==> src/rtl/dmem_arbiter.sv <==
// ---------------------------------------------------------------------------
// dmem_arbiter
// Shares one single-port data memory between the pipeline memory stage
// (core port) and a loader/debug port. Grants are combinational. The core
// normally wins; a loader that has waited STARVE_MAX cycles is forced through.
// Loads return one cycle after their grant to whichever port issued them.
//
// Ports
//   clk, rst            : clock, synchronous active-low reset
//   core_req/we/addr/wdata : core access request (addr upper bits ignored)
//   core_gnt, core_stall   : grant this cycle, and request-not-granted stall
//   core_rvalid/rdata      : load return for the core
//   ld_req/we/addr/wdata   : loader access request
//   ld_gnt, ld_rvalid/rdata: loader grant and load return
//   mem_en/we/addr/wdata   : memory access strobe, write enable, address, data
//   mem_rdata              : memory read data, valid one cycle after a read
// ---------------------------------------------------------------------------
module dmem_arbiter #(
  parameter int AW         = 10,
  parameter int DW         = 32,
  parameter int STARVE_MAX = 4
) (
  input  logic          clk,
  input  logic          rst,
  input  logic          core_req,
  input  logic          core_we,
  input  logic [31:0]   core_addr,
  input  logic [DW-1:0] core_wdata,
  output logic          core_gnt,
  output logic          core_stall,
  output logic          core_rvalid,
  output logic [DW-1:0] core_rdata,
  input  logic          ld_req,
  input  logic          ld_we,
  input  logic [31:0]   ld_addr,
  input  logic [DW-1:0] ld_wdata,
  output logic          ld_gnt,
  output logic          ld_rvalid,
  output logic [DW-1:0] ld_rdata,
  output logic          mem_en,
  output logic          mem_we,
  output logic [AW-1:0] mem_addr,
  output logic [DW-1:0] mem_wdata,
  input  logic [DW-1:0] mem_rdata
);

  typedef enum logic [1:0] {
    OWN_NONE,
    OWN_CORE,
    OWN_LD
  } rdOwn_e;

  localparam logic [3:0] STARVE_LIM = 4'(STARVE_MAX);

  logic [3:0] r_waitCnt;
  rdOwn_e     r_rdOwn;
  rdOwn_e     w_rdOwnNext;
  logic       w_forceLd;
  logic       w_coreGnt;
  logic       w_ldGnt;
  logic       w_unusedAddrBits;

  // Address bits above the memory size are deliberately ignored.
  assign w_unusedAddrBits = ^{core_addr[31:AW], ld_addr[31:AW]};

  // Arbitration: the loader is forced through once its wait counter reaches
  // the limit; otherwise the core wins. Nothing is granted while in reset.
  assign w_forceLd  = ld_req && (r_waitCnt == STARVE_LIM);
  assign w_coreGnt  = rst && core_req && !w_forceLd;
  assign w_ldGnt    = rst && ld_req && !w_coreGnt;
  assign core_gnt   = w_coreGnt;
  assign ld_gnt     = w_ldGnt;
  assign core_stall = rst && core_req && !w_coreGnt;

  // Loader wait counter: counts cycles the loader asks but loses, saturating
  // at the limit; any loader grant or idle loader cycle starts it over.
  always_ff @(posedge clk) begin
    if (!rst) begin
      r_waitCnt <= '0;
    end else if (ld_req && !w_ldGnt) begin
      if (r_waitCnt != STARVE_LIM) begin
        r_waitCnt <= r_waitCnt + 4'd1;
      end
    end else begin
      r_waitCnt <= '0;
    end
  end

  // Memory port mux: the granted requester drives the memory; with no grant
  // every memory output is held at zero.
  always_comb begin
    mem_en    = 1'b0;
    mem_we    = 1'b0;
    mem_addr  = '0;
    mem_wdata = '0;
    if (w_coreGnt) begin
      mem_en    = 1'b1;
      mem_we    = core_we;
      mem_addr  = core_addr[AW-1:0];
      mem_wdata = core_wdata;
    end else if (w_ldGnt) begin
      mem_en    = 1'b1;
      mem_we    = ld_we;
      mem_addr  = ld_addr[AW-1:0];
      mem_wdata = ld_wdata;
    end
  end

  // Read-owner state register. Reset drops any load granted in the same
  // cycle, so no return appears after reset.
  always_ff @(posedge clk) begin
    if (!rst) begin
      r_rdOwn <= OWN_NONE;
    end else begin
      r_rdOwn <= w_rdOwnNext;
    end
  end

  // Read-owner next state and load-return steering. The owner recorded at
  // the grant edge receives mem_rdata one cycle later; the other port sees
  // zeros. Returns are suppressed while reset is held.
  always_comb begin
    w_rdOwnNext = OWN_NONE;
    core_rvalid = 1'b0;
    core_rdata  = '0;
    ld_rvalid   = 1'b0;
    ld_rdata    = '0;
    if (w_coreGnt && !core_we) begin
      w_rdOwnNext = OWN_CORE;
    end else if (w_ldGnt && !ld_we) begin
      w_rdOwnNext = OWN_LD;
    end
    if (rst) begin
      case (r_rdOwn)
        OWN_CORE: begin
          core_rvalid = 1'b1;
          core_rdata  = mem_rdata;
        end
        OWN_LD: begin
          ld_rvalid = 1'b1;
          ld_rdata  = mem_rdata;
        end
        default: begin
        end
      endcase
    end
  end

endmodule

==> config.mk <==
export PLATFORM = sky130hd
export DESIGN_NAME = dmem_arbiter
export DESIGN_NICKNAME = d
export VERILOG_FILES = /design/src/rtl/dmem_arbiter.sv
export SDC_FILE = /design/constraint.sdc
export NUM_CORES = 1
export LEC_CHECK = 0
export CORE_AREA = 2 2 109 111
export DETAILED_ROUTE_END_ITERATION = 8
export DIE_AREA = 0 0 111 113
export SLEW_MARGIN = 0
export SYNTH_ARGS = -nofsm -noshare
export SYNTH_HDL_FRONTEND = slang
export SYNTH_SLANG_ARGS = --single-unit
==> constraint.sdc <==
create_clock -name clk -period 4.3 [get_ports clk]
set_input_delay 1.075 -clock clk [delete_from_list [all_inputs] [get_ports clk]]
set_output_delay 1.075 -clock clk [all_outputs]
set_load 0.02 [all_outputs]
==> key figures, run 1 <==
Status
  • Run status: complete, no violations

Routing
  • Routed WL per cell: 12.6 um
  • Number of antenna-violating nets in the routed design: 0
  • Vias: 2048
  • Drt drc: 0
  • Routed wire length: 6630 um
  • Post-detailed-route via-to-cell ratio: 3.89
  • DRC marker count from the first detailed-route iteration: 41
  • First-pass iteration count of the detailed router: 3

Critical path
  • Startpoint of the worst setup timing path: core_req
  • Worst Path Required: 3.22 ns
  • Last element of the critical path: mem_we
  • Data arrival time of the critical path: 3.01 ns
  • WS Path Type: primary input to output port
  • Worst reg2reg endpoint: r_rdOwn[0]
  • Worst setup EP type: output port
  • CP startpoint kind: primary input
  • Startpoint of the lowest-slack register-to-register path: r_waitCnt[0]
  • FF-to-FF setup slack: 2.87 ns
  • R2r worst-path depth: 6
  • Maximum fanout encountered on the critical timing path: 12

Synth
  • Count of distinct cell types in the synthesized netlist: 22
  • Number of cells produced by synthesis: 156
  • Post-synth design cell area: 1180 sq um
  • Number of synthesized register bits: 6
  • Post-synthesis net count: 324
  • Number of warning messages in the yosys log: 0
  • Synthesized area divided by synthesized cell count: 7.57 sq um
  • Sequential element share of the synthesized area: 10.2%

Clocking
  • # Post-CTS Setup Buffers: 0
  • CTS Hold Bufs: 0
  • Worst-Skew Late Latency: 0.23 ns
  • TritonCTS clock tree: built
  • Total CTS buffers: 3
  • Number of resized instances in the post-cts repair step: 0
  • CTS Sinks: 6
  • Master cell of the clock root buffer: sky130_fd_sc_hd__clkbuf_16
  • Max clock buf depth: 2
  • Depth of the CTS H-tree: 1
  • Clock input transition at the sequential cells of the worst setup and hold paths: 0.03 ns

Floorplan
  • Die ar.: 12500 sq um
  • I/O pin count: 279
  • Initial core utilization: 10.5%
  • Count of standard-cell rows: 39
  • Die Wd: 111 um
  • Floorplan Core Area: 11300 sq um
  • Die Y-Extent: 113 um

Placed design
  • Weighted congestion at the end of routability-driven global placement: 0.826
  • Worst-case setup slack after placement: 0.202 ns
  • Detailed placer's ending HPWL: 5870 um
  • Port bufs: 234

Cells and area
  • Antenna diode count: 0
  • Synth-to-layout area growth: 220%
  • Number of nets at the end of the flow: 554
  • Most common library cell in the layout ignoring fill and taps: sky130_fd_sc_hd__clkdlybuf4s50_1
  • Proportion of layout cells with a drive suffix above 1: 3.13%
  • Leading cell types in the layout, fill and taps excluded: sky130_fd_sc_hd__clkdlybuf4s50_1 (234), sky130_fd_sc_hd__and2_1 (64), sky130_fd_sc_hd__a22o_1 (42), sky130_fd_sc_hd__nor2_1 (7), sky130_fd_sc_hd__dfxtp_1 (6)
  • Filler Cell Count: 1196

Global routing
  • Antenna violations before repair: 0
  • Global-route wire length before repair: 9800 um
  • Via count of the first global-routing pass: 2040
  • Largest net degree at the start of global routing: 45
  • GRT Resource Usage Total: 9.71%
  • Total gr overflow: 0

STA
  • Final hold viol count: 0
  • Worst rel slew slack: 83.0%
  • Final worst slack: 0.218 ns
  • Total setup violations reported at the end of the flow: 0
  • Post-layout minimum cycle time: 4.08 ns
  • Slew at the pin closest to its max-slew limit: 0.254 ns
  • RSZ-0062 raised after global routing: false
  • Final max-slew violation count: 0
  • Fraction of the cycle the final worst path needs: 94.9%
  • Final setup skew: 0.00286 ns
  • Maximum frequency from static timing analysis: 245 MHz
  • Post-route setup TNS: 0 ns

Power
  • Proportion of power drawn by flip-flops and latches: 11.8%
  • Leakage power: 1.43 nW
  • Sw Share: 27.1%
  • Clock Power Share: 30.4%
  • Max VDD drop: 0.0852 mV
  • Switching power: 0.000133 W
  • Power density cells: 130 nW/um^2
  • Combinational group share of total power: 57.8%
  • Internal Dissipation: 0.000357 W

Worst hold path
  • Class of the tightest hold or removal check: flop to flop

Job
  • Max Cap Violations: 0
logic make-up (layout without fill, tap and decap cells):
logic type / Yosys count / in the layout / synth area share, %
xor+xnor: 1 / 1 / 0.742
mux: 2 / 2 / 1.80
simple gates: 81 / 81 / 42.2
buf+inv: 19 / 247 / 9.64
compound gates: 45 / 45 / 33.4
flops: 6 / 6 / 10.2
fa+ha+maj: 2 / 2 / 2.12
Yosys cell counts:
cell type | instances | area [sq um]
sky130_fd_sc_hd__mux2i_1 | 1 | 10.0
sky130_fd_sc_hd__buf_6 | 5 | 56.3
sky130_fd_sc_hd__clkbuf_1 | 6 | 22.5
sky130_fd_sc_hd__and3_1 | 1 | 6.26
sky130_fd_sc_hd__nand3b_4 | 1 | 20.0
sky130_fd_sc_hd__and2_1 | 64 | 400
sky130_fd_sc_hd__nand3_1 | 2 | 10.0
sky130_fd_sc_hd__buf_2 | 4 | 20.0
sky130_fd_sc_hd__nor2_1 | 7 | 26.3
sky130_fd_sc_hd__xnor2_1 | 1 | 8.76
sky130_fd_sc_hd__a21oi_2 | 1 | 8.76
sky130_fd_sc_hd__nand2b_1 | 1 | 6.26
sky130_fd_sc_hd__a22o_1 | 42 | 368
sky130_fd_sc_hd__nor2b_1 | 2 | 12.5
sky130_fd_sc_hd__o21a_1 | 1 | 7.51
sky130_fd_sc_hd__nand2_1 | 2 | 7.51
sky130_fd_sc_hd__mux2_2 | 1 | 11.3
sky130_fd_sc_hd__o211a_1 | 1 | 10.0
sky130_fd_sc_hd__inv_1 | 4 | 15.0
sky130_fd_sc_hd__ha_1 | 2 | 25.0
sky130_fd_sc_hd__dfxtp_1 | 6 | 120
sky130_fd_sc_hd__and3b_1 | 1 | 8.76
worst min path at each step:
stage	from	slack (ns)	cells past startpoint	endpoint
2_1_floorplan	r_waitCnt[0]	0.43	1	r_waitCnt[0]
3_3_place_gp	r_waitCnt[0]	0.45	1	r_waitCnt[0]
3_5_place_dp	r_waitCnt[0]	0.46	1	r_waitCnt[0]
6_report	r_waitCnt[0]	0.46	1	r_waitCnt[0]
5_1_grt	r_waitCnt[0]	0.50	1	r_waitCnt[0]
4_1_cts	r_waitCnt[0]	0.47	1	r_waitCnt[0]
flip-flops by register name, indices dropped and copies added, names as in the netlist:
signal / cells
r_waitCnt: 4
r_rdOwn: 2
routing by layer:
layer | share of wire [%] | up-vias | wire [um] | track usage, %
met2 | 53 | 158 | 3550 | 20.5
met1 | 33 | 874 | 2190 | 8.60
met4 | 1.6 | 0 | 104 | 3.00
li1 | - | 1010 | - | -
met5 | 0 | - | 0 | 0
met3 | 12 | 6 | 791 | 3.00
final cells by class:
type                    instances  area [sq um]  share of cell area, %
repair buffers                240          2440                   64.5
clock buffers                   3          75.1                   1.99
inverters                       4          15.0                  0.397
well taps                     143           179                   4.73
multi-input cells             131           955                   25.2
flip-flops and latches          6           120                   3.18
worst max-delay path: stages:
cell,delay (ns)
sky130_fd_sc_hd__clkdlybuf4s50_1,0.57
sky130_fd_sc_hd__o211a_1,0.24
sky130_fd_sc_hd__buf_4,0.21
sky130_fd_sc_hd__mux2_2,0.35
sky130_fd_sc_hd__clkdlybuf4s50_1,0.56
power groups by stage:
stage,Sequential [W],Clock (W),Combinational [W]
global route,0.0000580,0.000157,0.000300
detailed placement,0.0000587,0,0.000287
global placement,0.0000586,0,0.000284
floorplan,0.0000585,0,0.0000955
finish,0.0000579,0.000149,0.000284
CTS,0.0000579,0.000153,0.000287
metrics by stage:
| stage | cells | hold WS, ns | power (W) | util [%] | cell area, sq um |
|---|---|---|---|---|---|
| after floorplan | 156 | 0.430 | 0.000154 | - | 1180 |
| after global placement | 524 | 0.446 | 0.000343 | 32.9 | 3710 |
| after detailed placement | 524 | 0.460 | 0.000345 | 32.9 | 3710 |
| after CTS | 527 | 0.467 | 0.000498 | 33.5 | 3780 |
| after global routing | 527 | 0.505 | 0.000515 | 33.5 | 3780 |
| final | 527 | 0.457 | 0.000490 | 33.5 | 3780 |
No activity file was read; power rests on OpenSTA's default activity.
==> inputs of run 2 (changes only) <==
--- a/config.mk
+++ b/config.mk
@@ -8,6 +8,7 @@
 export CORE_AREA = 2 2 109 111
 export DETAILED_ROUTE_END_ITERATION = 8
 export DIE_AREA = 0 0 111 113
+export GPL_ROUTABILITY_DRIVEN = 1
 export SLEW_MARGIN = 0
 export SYNTH_ARGS = -nofsm -noshare
 export SYNTH_HDL_FRONTEND = slang
==> results of run 2 <==
Final layout, timing and power as in run 1 (identical DEF).
